<file path="src/rtl/video_timing_controller_pkg.sv">
// Shared types and helpers for the raster timing generator.
package video_timing_controller_pkg;

  localparam int CW = 14;

  typedef logic [CW-1:0] coord_t;

  // Per-axis decode of the raw counter.
  typedef struct packed {
    coord_t pos;
    logic   sync;
    logic   act;
  } axis_t;

  function automatic logic pol_level(input logic asserted, input logic pol);
    return pol ? asserted : ~asserted;
  endfunction

endpackage

</file>
<file path="src/rtl/video_timing_controller_axis_counter.sv">
// One raster axis: wrapping counter with carry-in enable, restart load and sync/active window decode.
// The decode is combinational from the current count; the top registers it.
module video_axis_counter
  import video_timing_controller_pkg::*;
#(
  parameter int length   = 2200,
  parameter int sync_len = 44,
  parameter int start    = 192,
  parameter int visible  = 1920
) (
  input  logic  clk,
  input  logic  reset,
  input  logic  restart,
  input  logic  en,
  output axis_t st
);

  coord_t cnt;
  logic   last;

  assign last = (cnt == coord_t'(length - 1));

  always_ff @(posedge clk) begin
    if (!reset || restart) begin
      cnt <= '0;
    end else if (en) begin
      cnt <= last ? '0 : cnt + coord_t'(1);
    end
  end

  always_comb begin
    st      = '0;
    st.pos  = cnt;
    st.sync = (cnt < coord_t'(sync_len));
    st.act  = (cnt >= coord_t'(start)) && (cnt < coord_t'(start + visible));
  end

endmodule

</file>
<file path="src/rtl/video_timing_controller.sv">
// Free-running progressive raster generator: sync, data enable, line-start strobe and active coordinates.
// Every output is registered one clock after the counter state it decodes; ext_sync restarts the frame.
module video_timing_controller
  import video_timing_controller_pkg::*;
#(
  parameter int video_hlength   = 2200,
  parameter int video_vlength   = 1125,
  parameter int video_hsync_pol = 1,
  parameter int video_hsync_len = 44,
  parameter int video_hbp_len   = 148,
  parameter int video_h_visible = 1920,
  parameter int video_vsync_pol = 1,
  parameter int video_vsync_len = 5,
  parameter int video_vbp_len   = 36,
  parameter int video_v_visible = 1080
) (
  input  logic          pixel_clock,
  input  logic          reset,
  input  logic          ext_sync,
  output logic [CW-1:0] timing_h_pos,
  output logic [CW-1:0] timing_v_pos,
  output logic [CW-1:0] pixel_x,
  output logic [CW-1:0] pixel_y,
  output logic          video_vsync,
  output logic          video_hsync,
  output logic          video_den,
  output logic          video_line_start
);

  localparam int   HS   = video_hsync_len + video_hbp_len;
  localparam int   VS   = video_vsync_len + video_vbp_len;
  localparam logic HPOL = (video_hsync_pol != 0);
  localparam logic VPOL = (video_vsync_pol != 0);

  axis_t h_st;
  axis_t v_st;
  logic  h_last;
  logic  den;

  assign h_last = (h_st.pos == coord_t'(video_hlength - 1));
  assign den    = h_st.act & v_st.act;

  video_axis_counter #(
    .length  (video_hlength),
    .sync_len(video_hsync_len),
    .start   (HS),
    .visible (video_h_visible)
  ) u_h_axis (
    .clk    (pixel_clock),
    .reset  (reset),
    .restart(ext_sync),
    .en     (1'b1),
    .st     (h_st)
  );

  // Vertical axis advances only on the last clock of each line.
  video_axis_counter #(
    .length  (video_vlength),
    .sync_len(video_vsync_len),
    .start   (VS),
    .visible (video_v_visible)
  ) u_v_axis (
    .clk    (pixel_clock),
    .reset  (reset),
    .restart(ext_sync),
    .en     (h_last),
    .st     (v_st)
  );

  always_ff @(posedge pixel_clock) begin
    if (!reset) begin
      timing_h_pos     <= '0;
      timing_v_pos     <= '0;
      pixel_x          <= '0;
      pixel_y          <= '0;
      video_hsync      <= ~HPOL;
      video_vsync      <= ~VPOL;
      video_den        <= 1'b0;
      video_line_start <= 1'b0;
    end else begin
      timing_h_pos     <= h_st.pos;
      timing_v_pos     <= v_st.pos;
      pixel_x          <= den ? h_st.pos - coord_t'(HS) : '0;
      pixel_y          <= den ? v_st.pos - coord_t'(VS) : '0;
      video_hsync      <= pol_level(h_st.sync, HPOL);
      video_vsync      <= pol_level(v_st.sync, VPOL);
      video_den        <= den;
      video_line_start <= den && (h_st.pos == coord_t'(HS));
    end
  end

endmodule

</file>
<file path="config.mk">
export PLATFORM = sky130hd
export DESIGN_NAME = video_timing_controller
export DESIGN_NICKNAME = d
export VERILOG_FILES = /design/src/rtl/video_timing_controller_pkg.sv /design/src/rtl/video_timing_controller_axis_counter.sv /design/src/rtl/video_timing_controller.sv
export SDC_FILE = /design/constraint.sdc
export NUM_CORES = 1
export LEC_CHECK = 0
export BUFFER_PORTS_ARGS = -buffer_cell sky130_fd_sc_hd__buf_2
export CAP_MARGIN = 20
export CORE_MARGIN = 2
export CORE_UTILIZATION = 59
export DETAILED_ROUTE_END_ITERATION = 6
export PLACE_DENSITY_LB_ADDON = 0.12
export RECOVER_POWER = 100
export SKIP_LAST_GASP = 1
export SLEW_MARGIN = 20
export SYNTH_ARGS = -nofsm -noshare
export SYNTH_HDL_FRONTEND = slang
export SYNTH_SLANG_ARGS = --single-unit
</file>
<file path="constraint.sdc">
create_clock -name pixel_clock -period 5 [get_ports pixel_clock]
set_input_delay 0.75 -clock pixel_clock [delete_from_list [all_inputs] [get_ports pixel_clock]]
set_output_delay 0.75 -clock pixel_clock [all_outputs]
set_load 0.02 [all_outputs]
</file>
### Word-level counts from Yosys, hierarchy flattened

Index checks and enable logic that the tools add are counted.

| operators by class | value |
|---|---|
| add/subtract/negate cells | 4 |
| order comparisons | 6 |
| eq/ne operators | 3 |
| muxes and demuxes | 1 |
| bitwise operators | 1 |
| reductions and logical operators | 7 |

Operators by type and width:

| cell | count |
|---|---|
| $add A14 B1 Y14 const B | 2 |
| $eq A14 B11 Y1 const B | 1 |
| $eq A14 B12 Y1 const B | 1 |
| $eq A14 B8 Y1 const B | 1 |
| $ge A14 B6 Y1 const B | 1 |
| $ge A14 B8 Y1 const B | 1 |
| $lt A14 B11 Y1 const B | 1 |
| $lt A14 B12 Y1 const B | 1 |
| $lt A14 B3 Y1 const B | 1 |
| $lt A14 B6 Y1 const B | 1 |
| $mux W14 | 1 |
| $sub A14 B6 Y14 const B | 1 |
| $sub A14 B8 Y14 const B | 1 |
| $logic_and A1 B1 Y1 | 3 |
| $reduce_and A2 Y1 | 1 |
| $reduce_or A2 Y1 | 1 |
| $and A1 B1 Y1 | 1 |
| $logic_not A1 Y1 | 1 |
| $logic_or A1 B1 Y1 | 1 |

| word-level totals | value |
|---|---|
| register bits after elaboration | 88 |
| bits of input ports | 3 |
| output and inout port bits | 60 |

### Longest topological paths before layout

| logic depth | value |
|---|---|
| word-level depth | 4 |
| mapped depth | 8 |
| gate-level depth less buffers | 6 |

### Cells and area by module

Synthesis repeated with hierarchy kept, for this count alone.

| second synthesis, totals | value |
|---|---|
| cells, all modules | 364 |
| area, all modules | 3,518.4 um2 |

Modules (own cells, without submodules):

| module | times used | cells an instance | area an instance (um2) |
|---|---|---|---|
| video_timing_controller | 1 | 186 | 1,969.4 |
| video_axis_counter at u_v_axis | 1 | 93 | 790.8 |
| video_axis_counter at u_h_axis | 1 | 85 | 758.2 |

### Worst setup path before layout

OpenSTA, ideal clock, no wires.

| timing path | value |
|---|---|
| path kind | register -> register |
| from | register u_v_axis.cnt[0] |
| to | register pixel_y[0] |
| library setup time | 0.078 ns |
| arrival | 1.721 ns |
| data required time | 4.922 ns |
| path slack | 3.202 ns |
| cell stages (with the launch flop) | 9 |
| clock period less this slack | 1.798 ns |
| path through | dfxtp_1 > inv_1 > ha_1 > nor2b_1 > o21ai_0 > o32ai_1 > buf_2 > buf_4 > nor3_1 |

| between the ends | value |
|---|---|
| word-level cells in the longest chain between the ends | 4 |

Ends and longest elaborated chain:

| element | RTL line | RTL |
|---|---|---|
| start: declaration | video_timing_controller_axis_counter.sv:18 | `coord_t cnt;` |
| start signal: assignment | video_timing_controller_axis_counter.sv:27 | `cnt <= last ? '0 : cnt + coord_t'(1);` |
| $ge A14 B6 Y1 / $lt A14 B11 Y1 (equally long branches) | video_timing_controller_axis_counter.sv:35 | `st.act = (cnt >= coord_t'(start)) && (cnt < coord_t'(start + visible));` |
| $logic_and A1 B1 Y1 | video_timing_controller_axis_counter.sv:35 |  |
| $and A1 B1 Y1 | video_timing_controller.sv:41 | `assign den = h_st.act & v_st.act;` |
| $reduce_and A2 Y1 (no source line) | - |  |
| end signal: assignment | video_timing_controller.sv:84 | `pixel_y <= den ? v_st.pos - coord_t'(VS) : '0;` |
| end: declaration | video_timing_controller.sv:23 | `output logic [CW-1:0] pixel_y,` |

Several ways; a longest one is shown, not always the timed one.
A chain may end at the register's enable or synchronous reset.

### Final worst setup path

| timing path | value |
|---|---|
| from | register u_h_axis.cnt[9] |
| to | register u_v_axis.cnt[10] |

| between the ends | value |
|---|---|
| word-level cells in the longest chain between the ends | 1 |

Ends and longest elaborated chain:

| element | RTL line | RTL |
|---|---|---|
| start: declaration | video_timing_controller_axis_counter.sv:18 |  |
| start signal: assignment | video_timing_controller_axis_counter.sv:27 |  |
| $eq A14 B12 Y1 | video_timing_controller.sv:40 | `assign h_last = (h_st.pos == coord_t'(video_hlength - 1));` |

No other way between the ends.

==> key figures <==
Global routing
  – Gr usage total: 23.7%
  – Number of antenna violations at the first check in global routing: 0
  – Met2 Usage GRT: 36.4%
  – Largest net degree at the start of global routing: 34
  – Grt total ovfl: 0
  – Vias in the first global route: 2,533
  – GRT Max-Usage Layer: met2
  – GR Util met1: 32.5%
  – First-pass GRT wire length: 11,900 um
  – Met3 usage: 4.56%

Detailed routing
  – Drt via density: 5.57
  – WL final: 7260 um
  – Drt drc: 0
  – Post-DR wirelength/cell: 14.3 um
  – Drt pass-1 iters: 4
  – DR iter-0 viols: 171
  – Final ANT Viol Nets: 0
  – Vias: 2,818

Clock tree
  – Root Buffer: clkbuf_8
  – Cts bufs inserted: 9
  – Cts hold-fix bufs: 0
  – CTS tree: done
  – CTS-repair resized insts: 0
  – Clk sink count: 88
  – Setup Buffers After CTS: 0
  – Max Buffers Root-to-Sink: 2
  – Worst-path clk slew: 0.09 ns
  – CTS H-tree depth: 3
  – Worst skew pair latency: 0.35 ns

Floorplan
  – Row cnt: 28
  – Core outline area: 0.00582 mm2
  – Full die area: 0.00658 mm2
  – Boundary Pins: 63
  – Starting Density: 60.3%
  – Die Span X: 81.1 um
  – Die Ht: 81.1 um

Status
  – Result of the run: finished clean

Logic synthesis
  – FF+latch count, synth: 88
  – Syn_area_per_cell: 9.26 um2
  – Top cell type by total area after synthesis: dfxtp_1
  – Ys async rst share: 0%
  – Gate Count Post-Synth: 379
  – EDFF count, synth: 0
  – Sequential area share after synthesis: 50.2%
  – Netlist cell types: 45
  – Syn_nets: 391
  – Yosys warns: 0
  – Top_reg_cell synth: dfxtp_1
  – Synthesized area: 0.00351 mm2
  – Top cells by count, synth: 88 x dfxtp_1, 30 x and2_1, 30 x nor3_1, 20 x inv_1, 20 x nor2_1
  – Most used standard cell by instance count after synthesis: dfxtp_1
  – Area contributors post-synth: dfxtp_1 50%, and2_1 5.3%, nor3_1 4.3%
  – Share of the synthesized area in the top cell type: 50.2%

Setup path
  – Worst reg-to-reg path cell count: 4
  – Worst Setup End Kind: flip-flop
  – Maximum fanout along the worst path: 12
  – Reg-to-Reg End: u_v_axis.cnt[10]$_SDFFE_PP0P_
  – Slowest cell on crit path: o21ai_0
  – Worst R2R Start: u_h_axis.cnt[9]$_SDFF_PP0_
  – Cell chain of the critical path: nor4_1 > nand4_1 > o21ai_0 > a21oi_1
  – Crit path largest cell delay: 1.21 ns
  – Crit path kind: reg -> reg
  – Startpoint Class: flip-flop
  – Reg-to-reg setup timing slack: 1.74 ns
  – Worst Path Arrival: 3.43 ns
  – Worst EP required: 5.17 ns

STA
  – Minimum clock period: 3.26 ns
  – Max Fclk: 0.306 GHz
  – Hold Slack: 0.499 ns
  – Worst-Margin Slew: 1.39 ns
  – Final Hold Fails: 0
  – Slew Viols, Final: 0
  – Fin Clk Skew: 0.0104 ns
  – RSZ-0062 raised after global routing: false
  – # setup viols final: 0
  – Slew headroom: 6.17%
  – Post-route setup TNS: 0 ns
  – Fin crit share: 65.3%

Worst hold path
  – Worst hold start: u_h_axis.cnt[0]$_SDFF_PP0_
  – Hold Path Class: reg -> reg
  – Hold EP: u_h_axis.cnt[0]$_SDFF_PP0_
  – WHS Path Cells: 1

Place
  – Placer congestion estimate: 0.842
  – Placed cell area: 0.00380 mm2
  – DP HPWL: 4820 um
  – IO buf count: 62

Power and ir drop
  – P per Cell Area: 310 mW/mm2
  – Pwr Total: 1.22 mW
  – VDD IR max: 0.208 mV
  – LEAKAGE: 1.41 nW

Flow run
  – Max-cap violations: 0

Final layout
  – Number of diodes: 0
  – Layout filler cell count: 540
  – Layout cells sized above 1: 4.87%
  – Footprint of the multi-input gates: 0.00155 mm2
  – Post-route cell area: 0.00393 mm2
  – Nets@finish: 438
  – Post-layout util: 67.6%
  – Area growth syn-to-layout: 12.0%
  – Register area: 0.00176 mm2
==> critical path, delay by kind of cell, from the launching register on <==
kind / cells / cell delay [ns]
AOI/OAI and AO/OA: 2 / 1.31
DFF: 1 / 0.41
and+or+nand+nor: 2 / 1.36
==> cell families (layout without fill, tap and decap cells) <==
kind of cell	after synthesis	count (layout)	share of synthesized area [%]
XOR/XNOR	19	19	4.74
adder cells (fa/ha/maj)	9	9	3.21
AO/OA/AOI/OAI	53	53	9.38
other	1	1	0.107
buffers and inverters	47	99	5.85
flip-flops	88	88	50.2
AND/OR/NAND/NOR	162	162	26.5
==> power by group <==
group          leakage, nW  switching [mW]  internal, mW  total (mW)
combinational        0.599          0.0155       0.00372      0.0192
clock                0.101           0.246         0.249       0.495
sequential           0.710         0.00154         0.703       0.704
total                 1.41           0.263         0.955        1.22
==> stage by stage <==
step                setup slack, ns  cells
finish                         1.74    506
global route                   1.40    506
CTS                            2.30    505
detailed placement             2.13    489
global placement               2.25    489
floorplan                      3.20    379
==> layout by cell type, fill, tap and decap left out, types with 3 or more instances in the layout <==
cell and instances:
a21oi_1 19, o31ai_1 4, clkbuf_8 10, xnor2_1 15, nand2b_1 3, nand4_1 8, nor4_1 4, nand2_1 16
and2_0 16, inv_1 20, or4_1 3, clkbuf_1 62, o21ai_0 13, nor4b_1 3, xor2_1 4, dfxtp_1 88
and3_1 5, a211oi_1 5, and4_1 5, nor3_1 30, nand3_1 16, nor2b_1 3, ha_1 9, and2_1 14
or3_1 10, nor2_1 20
==> how the worst max path moves through the flow <==
stage                                       from                       endpoint  slack [ns]  cells past startpoint
floorplan           u_v_axis.cnt[0]$_SDFFE_PP0P_          pixel_y[0]$_SDFF_PN0_        3.20                      8
global placement                           reset          pixel_y[6]$_SDFF_PN0_        2.25                      4
detailed placement                         reset          pixel_y[6]$_SDFF_PN0_        2.13                      4
CTS                 u_v_axis.cnt[0]$_SDFFE_PP0P_          pixel_y[6]$_SDFF_PN0_        2.30                      6
global route          u_h_axis.cnt[9]$_SDFF_PP0_  u_v_axis.cnt[10]$_SDFFE_PP0P_        1.40                      4
finish                u_h_axis.cnt[9]$_SDFF_PP0_  u_v_axis.cnt[10]$_SDFFE_PP0P_        1.74                      4
==> sequential cells by signal (all words and copies together) (netlist names) <==
| register | flops |
|---|---|
| u_v_axis.cnt | 14 |
| video_hsync | 1 |
| video_den | 1 |
| pixel_y | 14 |
| u_h_axis.cnt | 14 |
| video_line_start | 1 |
| pixel_x | 14 |
| video_vsync | 1 |
| timing_v_pos | 14 |
| timing_h_pos | 14 |
==> area by class of cell <==
class | instances | share of cell area (%)
Timing Repair Buffer | 63 | 6.34
Clock inverter | 5 | 1.62
Multi-Input combinational cell | 244 | 39.3
Clock buffer | 11 | 3.60
Inverter | 20 | 1.91
Tap cell | 75 | 2.39
Sequential cell | 88 | 44.8
==> per-layer routing <==
| layer | wire (um) | vias to the layer above |
|---|---|---|
| li1 | - | 1409 |
| met1 | 3540 | 1310 |
| met2 | 3180 | 88 |
| met3 | 415 | 11 |
| met4 | 121 | 0 |
| met5 | 0 | - |
(Power assumes the default switching activity.)
